--- src/rtl/shift_pair_unit.sv ---
// Chained right-shift pair A->B with single-step or counted burst shifting.
// Loads/single shifts visible next cycle; burst of n ends with Done n+1 edges after start; no backpressure.
module shift_pair_unit #(
  parameter int WIDTH = 8,
  parameter int CNT_W = $clog2(WIDTH + 1)
) (
  input  logic             Clk,
  input  logic             Reset,
  input  logic             Clr_A,
  input  logic             Ld_A,
  input  logic             Ld_B,
  input  logic [WIDTH-1:0] DA,
  input  logic [WIDTH-1:0] DB,
  input  logic             Shift_En,
  input  logic             Shift_Start,
  input  logic [CNT_W-1:0] Shift_Count,
  input  logic             Arith,
  input  logic             X_In,
  output logic [WIDTH-1:0] A,
  output logic [WIDTH-1:0] B,
  output logic             A_out,
  output logic             B_out,
  output logic             Busy,
  output logic             Done
);

  typedef enum logic [1:0] {S_IDLE, S_SHIFT, S_DONE} state_t;

  localparam logic [CNT_W-1:0] CNT_MAX = CNT_W'(WIDTH);

  state_t           state_q, state_d;
  logic [WIDTH-1:0] a_q, a_d, b_q, b_d;
  logic [CNT_W-1:0] cnt_q, cnt_d;
  logic [CNT_W-1:0] cnt_cap;
  logic             load_any;
  logic             do_shift;
  logic             fill;

  always_comb begin
    state_d  = state_q;
    a_d      = a_q;
    b_d      = b_q;
    cnt_d    = cnt_q;
    do_shift = 1'b0;
    load_any = Clr_A | Ld_A | Ld_B;
    fill     = Arith ? a_q[WIDTH-1] : X_In;
    cnt_cap  = (Shift_Count > CNT_MAX) ? CNT_MAX : Shift_Count;

    case (state_q)
      S_SHIFT: begin
        do_shift = 1'b1;
        cnt_d    = cnt_q - 1'b1;
        if (cnt_q == CNT_W'(1)) state_d = S_DONE;
      end
      S_DONE: state_d = S_IDLE;
      default: begin
        // Any load/clear in the same cycle suppresses both single shift and start.
        if (!load_any) begin
          if (Shift_En) begin
            do_shift = 1'b1;
          end else if (Shift_Start) begin
            cnt_d   = cnt_cap;
            state_d = (cnt_cap == '0) ? S_DONE : S_SHIFT;
          end
        end
      end
    endcase

    if (state_q != S_SHIFT) begin
      if (Ld_A)  a_d = DA;
      if (Clr_A) a_d = '0;
      if (Ld_B)  b_d = DB;
    end

    if (do_shift) begin
      a_d = {fill, a_q[WIDTH-1:1]};
      b_d = {a_q[0], b_q[WIDTH-1:1]};
    end
  end

  always_ff @(posedge Clk or posedge Reset) begin
    if (Reset) begin
      state_q <= S_IDLE;
      a_q     <= '0;
      b_q     <= '0;
      cnt_q   <= '0;
    end else begin
      state_q <= state_d;
      a_q     <= a_d;
      b_q     <= b_d;
      cnt_q   <= cnt_d;
    end
  end

  assign A     = a_q;
  assign B     = b_q;
  assign A_out = a_q[0];
  assign B_out = b_q[0];
  assign Busy  = (state_q == S_SHIFT);
  assign Done  = (state_q == S_DONE);

endmodule

--- config.mk ---
export PLATFORM = sky130hd
export DESIGN_NAME = shift_pair_unit
export DESIGN_NICKNAME = d
export VERILOG_FILES = /design/src/rtl/shift_pair_unit.sv
export SDC_FILE = /design/constraint.sdc
export NUM_CORES = 1
export LEC_CHECK = 0
export ABC_AREA = 1
export CAP_MARGIN = 20
export CORE_MARGIN = 2
export CORE_UTILIZATION = 46
export CTS_CLUSTER_SIZE = 40
export DETAILED_ROUTE_END_ITERATION = 10
export PLACE_DENSITY_LB_ADDON = 0.08
export SLEW_MARGIN = 20
export SYNTH_ARGS = -nofsm -noshare
export SYNTH_HDL_FRONTEND = slang
export SYNTH_SLANG_ARGS = --single-unit
--- constraint.sdc ---
create_clock -name Clk -period 3.8 [get_ports Clk]
set_input_delay 0.38 -clock Clk [delete_from_list [all_inputs] [get_ports Clk]]
set_output_delay 0.38 -clock Clk [all_outputs]
set_load 0.02 [all_outputs]
After elaboration in Yosys (flattened, before gate mapping) --
Index checks and enable logic that the tools add are counted.
Operators by class: add/sub/neg operators 1, order comparisons 1, equal/unequal tests 10, muxes and demuxes 22, bitwise operators 3, reductions and logical operators 11
Operators with widths (count):
- $mux 8 | 7
- $mux 4 | 4
- $mux 2 | 5
- $pmux 4 s2 | 1
- $reduce_and 4->1 | 2
- $ne 2x1->1 const B | 3
- $reduce_bool 2->1 | 3
- $reduce_bool 3->1 | 2
- $eq 4x1->1 const B | 1
- $gt 4x4->1 const B | 1
- $logic_not 4->1 | 1
- $ne 2x2->1 const B | 2
- $pmux 2 s2 | 1
- $reduce_and 2->1 | 2
- $sub 4x1->4 const B | 1
- $mux 1 | 3
- $ne 3x1->1 const B | 1
- $ne 3x3->1 const B | 1
- $reduce_and 3->1 | 1
- $eq 2x1->1 const B | 1
- $eq 2x2->1 const B | 1
- $or 1x1->1 | 2
- $pmux 1 s2 | 1
- $not 1->1 | 1
Word-level totals: flip-flop bits (word level) 22, input bits 29, output and inout port bits 20, word-level logic and storage cells 53

Logic depth before layout (Yosys ltp) --
Gate-level depths: netlist (run 1).
word-level depth 8, gate-level depth with buffers 11, depth with buffers taken out 11

Worst setup path after synthesis (run 1) --
No wires, ideal clock.
path kind flip-flop to flip-flop, start point register state_q[1], end point register cnt_q[2], library setup time 0.119 ns, arrival time 1.422 ns, required time 3.681 ns, path slack 2.259 ns, cell stages (with the launch flop) 9, buffers on the path 0, period minus slack after synthesis 1.541 ns, cells stage by stage dfrtp_1 inv_1 ha_1 inv_2 nand2_2 inv_2 nor2_4 nand3_4 o21a_1
Between the ends: cells in the longest elaborated chain, start to end 3, elaborated cells on any way between the ends 8, classes of those cells eq/ne: 4; mux: 1; bitwise: 1; reduce/logical: 2
Ends and longest elaborated chain:
- start, declared | line 31 | state_t state_q, state_d;
- start signal, assigned | line 88 | state_q <= state_d;
- $eq 2x1->1 *
- via Busy | line 23 | output logic Busy,
- $ne 2x2->1 (no line) (tied with other cells)
- $reduce_and 4->1 (no line)
- end signal, assigned | line 91 | cnt_q <= cnt_d;
- end, declared | line 33 | logic [CNT_W-1:0] cnt_q, cnt_d;
Mark *: on every way through the listed nets, which the timed path passes. The rest lies on a longest branch. A chain may end at the register's enable or synchronous reset.

Final worst setup path (run 1) --
start point register state_q[1], end point output Busy
Between the ends: cells in the longest elaborated chain, start to end 1
Ends and longest elaborated chain:
- $eq 2x1->1 | line 99 | assign Busy = (state_q == S_SHIFT);
- end, declared | line 23
Every way passes these cells.

==> results of run 1 <==
[routing by layer]
layer | up-vias | track usage (%) | share of wire (%)
met2 | 44 | 36.5 | 50
met1 | 553 | 23.3 | 43
met3 | 2 | 4.19 | 6.4
met4 | 0 | 7.82 | 0.59
met5 | - | 0 | 0
li1 | 622 | - | -
[cell families after synthesis]
logic type,after synthesis,share of synthesized area [%]
adders and majority gates,4,3.99
buffers and inverters,18,6.39
AOI/OAI and AO/OA,10,4.69
xor gates and xnor gates,2,1.40
DFF,22,43.9
and+or+nand+nor,108,39.6
[flip-flops by register name, summed over array words and instances (netlist names)]
signal and count:
B 8, cnt_q 4, A 8, state_q 2
[worst max-delay path by stage]
stage	to	slack, ps
after floorplan	cnt_q[2]$_DFFE_PP0P_	2260
after global placement	B[7]$_DFFE_PP0P_	1980
after detailed placement	B[6]$_DFFE_PP0P_	1900
after CTS	Busy	1660
after global routing	Busy	1580
final	Busy	1670
[per-stage QoR]
stage	power [µW]	instances	cell area, µm²
floorplan	1010	164	1250
global placement	1300	238	1740
detailed placement	1320	238	1740
CTS	1460	242	1780
global route	1570	242	1780
finish	1440	242	1780
[cell usage in the layout (no fill, tap or decap), drive strengths merged, types with 4 or more instances in the layout]
cell type,count
clkbuf,4
clkdlybuf4s50,48
dfrtp,22
ha,4
inv,14
nand2,67
nand3,21
nand4,7
nor2,13
o21ai,7
[worst register-to-register path: stages (launching register included)]
cell	delay, ps
dfrtp_1	390
inv_1	50
ha_1	330
inv_1	70
nand2_1	300
nand2_4	210
nor2_2	300
nand2_1	100
nand3_1	90
[power by group through the flow]
stage / clock (µW) / combinational (µW) / sequential, µW
floorplan: 0 / 472 / 534
global placement: 0 / 855 / 444
detailed placement: 0 / 880 / 444
CTS: 136 / 881 / 440
global route: 143 / 970 / 458
finish: 130 / 874 / 439
[synth_stat cells, types with 2 or more instances]
cell / instances / share of area (%)
inv_2: 2 / 0.60
nor2_1: 10 / 3.0
buf_4: 3 / 1.8
inv_1: 12 / 3.6
nand4_1: 7 / 3.5
ha_1: 4 / 4.0
nand3_4: 2 / 2.8
nand3_1: 19 / 7.6
o21ai_0: 6 / 2.4
nor2_2: 2 / 1.0
dfrtp_1: 22 / 44
nand2_1: 65 / 19
[area by class of cell]
| cell class | count | area share (%) |
|---|---|---|
| repair buffers | 48 | 27.0 |
| flip-flops and latches | 22 | 30.9 |
| clock buffers | 4 | 2.04 |
| inverters | 14 | 2.95 |
| well taps | 30 | 2.11 |
| multi-input cells | 124 | 35.0 |
==> impl_metrics.ini, run 1 <==
[finish]
layout.nets = 246
drive_gt1_share_pct = 6.60
antenna_cells = 0
n_fill_cell = 230
multi_input_area_um2 = 623
syn_to_final_growth_pct = 42.0
final_util_pct = 70.6
regArea_um2 = 551

[worst_hold_path]
min_path_type = flop to flop
hold_end = cnt_q[1]$_DFFE_PP0P_
min_path_cells = 2
min_from = cnt_q[1]$_DFFE_PP0P_

[clock_tree]
hold_buffers = 0
cts_tree = done
clkLatencyLatePin_ps = 300
htree_levels = 1
ctsResizeCount = 0
cts_buffer_depth = 2
clock-root-buffer = clkbuf_4
post_cts_buffers = 0
cts_buffers = 3
cts.sinks = 22
clkTransAtPathRegs_ps = 120

[synth]
synth_edf_count = 0
ys_ff_latch = 22
synthCells = 164
ys.flop_type = dfrtp_1
synth.net_count = 197
yosysSeqAreaShare_pct = 43.9
syn_area_mm2 = 0.00125
synthArstFlopShare_pct = 100
synth_cell_type_count = 22
yosys_warnings = 0
avgSynthCellArea_um2 = 7.64

[sta]
timing.final.crit_period_ps = 2130
clock.fmax_ghz = 0.470
finalHoldViolCount = 0
hold_slack_ps = 514
relSlewSlack_pct = 45.1
tightest_slew_ps = 822
fin_skew_ps = 1.96
period_share_pct = 55.9
layout_setup_ws_ps = 1670
setup_viol = 0
rsz0062_at_grt = false
setup_tns_ps = 0
slew_violations = 0

[die]
dieHeight_um = 56.2
row_count = 18
die_width_um = 56.2
die_area_mm2 = 0.00316
num_io_pins = 49
coreArea_mm2 = 0.00252
start_util_pct = 49.7

[worst_setup_path]
critPathRequiredTime_ps = 3420
critPathMaxStageDelay_ps = 660
crit_family = buffers and inverters
cp_cell_sequence = inv_1, ha_1, clkdlybuf4s50_1
reg2reg_slack_ps = 1920
cp_num_buf_inv = 2
crit_path_start = state_q[1]$_DFFE_PP0P_
reg2reg_depth = 8
crit_fanout = 7
slowest_stage = clkdlybuf4s50_1
cp_num_cells = 3
cp-start-kind = flop
worst_ep_arrival_time_ps = 1750
critPathKind = flop to output pin
reg2reg_from = state_q[0]$_DFFE_PP0P_
crit_path_end_kind = output pin
reg2reg_to = B[6]$_DFFE_PP0P_

[run]
drv_cap = 0

[route]
drc = 0
final_antenna_net_count = 0
wire_per_inst_um = 12.0
dr.first_iter.drc_count = 32
totalWireLength_um = 2900
vias_per_cell = 5.05
drtPass1Iterations = 4
vias = 1221

[global_routing]
grt_overflow = 0
antenna_found_initial = 0
grt.total_usage_pct = 20.3
grt_pass1_wl_um = 5170
grt_pass1_vias = 1252
grt_max_degree = 23

[placement]
dpl.hpwl_um = 2310
place.gp.congestion = 0.792
io_buffers = 48
place_worst_setup_slack_ps = 1900

[pwr]
max-vdd-ir-drop_mv = 0.524
p_sw_uw = 662
intPower_uw = 780
seq_power_share_pct = 30.4
pwr-share-comb_pct = 60.6
clock_power_share_pct = 9.0
p_per_area_mw_per_mm2 = 810
leakagePower_uw = 0.000840
p_sw_share_pct = 45.9

[status]
outcome = finished clean
No activity file was read; power rests on OpenSTA's default activity.
==> inputs of run 2 (changes only) <==
CORE_UTILIZATION = 43   (was 46)
clock period = 2.2 ns   (was 3.8 ns; I/O delays follow)
==> run 2 against run 1 <==
  * Clock power up 68%
  * Via count decreased by 0.33%
  * Non-clock buffer count is 1 higher
  * Final cell count rose by 0.83%
  * Design area up 0.49%
  * Critical path type unchanged
  * Critical endpoint unchanged
  * Highest routed layer unchanged
==> impl_metrics.ini, run 2 (synthesis results as in run 1) <==
[status]
outcome = finished clean

[route]
totalWireLength_um = 2710
wire_per_inst_um = 11.1
final_antenna_net_count = 0
drtPass1Iterations = 4
drc = 0
vias = 1217
vias_per_cell = 4.99
dr.first_iter.drc_count = 24

[worst_setup_path]
critPathKind = flop to output pin
reg2reg_to = B[4]$_DFFE_PP0P_
cp_cell_sequence = inv_1, ha_1, clkdlybuf4s50_1
worst_ep_arrival_time_ps = 1750
critPathRequiredTime_ps = 1980
reg2reg_slack_ps = 380
cp-start-kind = flop
critPathMaxStageDelay_ps = 670
slowest_stage = clkdlybuf4s50_1
crit_fanout = 7
crit_path_end_kind = output pin
reg2reg_depth = 8
reg2reg_from = state_q[0]$_DFFE_PP0P_

[finish]
layout.nets = 247
layout_commonest_cell = nand2_1
antenna_cells = 0
final_cell_mix = nand2_1, clkdlybuf4s50_1, dfrtp_1
n_fill_cell = 261
drive_gt1_share_pct = 7.04
syn_to_final_growth_pct = 42.7

[clock_tree]
htree_levels = 1
hold_buffers = 0
clock-root-buffer = clkbuf_4
clkLatencyLatePin_ps = 300
cts_buffer_depth = 2
cts.sinks = 22
post_cts_buffers = 0
cts_tree = done
cts_buffers = 3
ctsResizeCount = 0
clkTransAtPathRegs_ps = 120

[sta]
timing.final.crit_period_ps = 1970
setup_tns_ps = 0
tightest_slew_ps = 435
period_share_pct = 89.7
relSlewSlack_pct = 71.0
finalHoldViolCount = 0
rsz0062_at_grt = false
fin_skew_ps = 4.61
layout_setup_ws_ps = 226
clock.fmax_ghz = 0.507
slew_violations = 0
setup_viol = 0

[placement]
io_buffers = 48
place.gp.congestion = 0.764
place_worst_setup_slack_ps = 389
dpl.hpwl_um = 2170

[global_routing]
grt_pass1_wl_um = 4580
grt.total_usage_pct = 17.4
grt_pass1_vias = 1099
grt_overflow = 0
grt_max_degree = 23
antenna_found_initial = 0

[pwr]
max-vdd-ir-drop_mv = 0.887
p_per_area_mw_per_mm2 = 1380
leakagePower_uw = 0.000845

[die]
start_util_pct = 45.5
die_width_um = 58.0
dieHeight_um = 58.0
row_count = 19
die_area_mm2 = 0.00336
num_io_pins = 49
coreArea_mm2 = 0.00276

[run]
drv_cap = 0

[worst_hold_path]
min_path_type = primary input to asynchronous set/reset pin
## run 2: cell types whose count changed in the layout (fill, tap and decap cells not counted), sizes merged
cell,before,now
buf,0,1
## run 2: area by class of cell
class / instances / area [µm²] / area share [%]
Timing Repair Buffer: 49 / 488 / 27.3
Multi-Input combinational cell: 124 / 623 / 34.8
Tap cell: 31 / 38.8 / 2.17
Sequential cell: 22 / 551 / 30.8
Clock buffer: 4 / 36.3 / 2.03
Inverter: 14 / 52.6 / 2.94
## run 2: per-stage QoR
stage,hold WS [ps],std cells,total power [µW],instance area (µm²),util (%)
after global placement,476,240,2240,1750,63.6
after floorplan,209,164,1740,1250,-
after CTS,235,244,2500,1790,64.9
final,230,244,2470,1790,64.9
after global routing,271,244,2690,1790,64.9
after detailed placement,486,240,2270,1750,63.6
## run 2: critical path: cells and delay by family, from the launching register on
| family | cells | cell delay [ps] |
|---|---|---|
| buf+inv | 2 | 740 |
| fa+ha+maj | 1 | 320 |
| flops | 1 | 400 |
## run 2: report_power, final
part	internal [µW]	leakage (µW)	switching (µW)
combinational	643	0.000548	848
sequential	605	0.000276	156
clock	101	0.0000210	117
## run 2: worst max path at each step
| stage | depth (start not counted) | start | endpoint |
|---|---|---|---|
| after global routing | 3 | state_q[1]$_DFFE_PP0P_ | Busy |
| after detailed placement | 8 | state_q[0]$_DFFE_PP0P_ | B[4]$_DFFE_PP0P_ |
| final | 3 | state_q[1]$_DFFE_PP0P_ | Busy |
| after CTS | 3 | state_q[1]$_DFFE_PP0P_ | Busy |
| after global placement | 8 | state_q[0]$_DFFE_PP0P_ | B[5]$_DFFE_PP0P_ |
| after floorplan | 8 | state_q[1]$_DFFE_PP0P_ | cnt_q[2]$_DFFE_PP0P_ |
## run 2: routing by layer
| metal | global-route usage, % | part of all wire [%] | up-vias |
|---|---|---|---|
| met5 | 0 | 0 | - |
| met4 | 5.98 | 1.4 | 0 |
| met3 | 2.68 | 5.3 | 4 |
| met2 | 30.8 | 48 | 33 |
| met1 | 21.6 | 45 | 548 |
| li1 | - | - | 632 |
==> inputs of run 3 (changes only) <==
GPL_ROUTABILITY_DRIVEN = 0   (was unset)
==> results of run 3 <==
The final DEF is identical to that of run 2; final timing and power are the same.
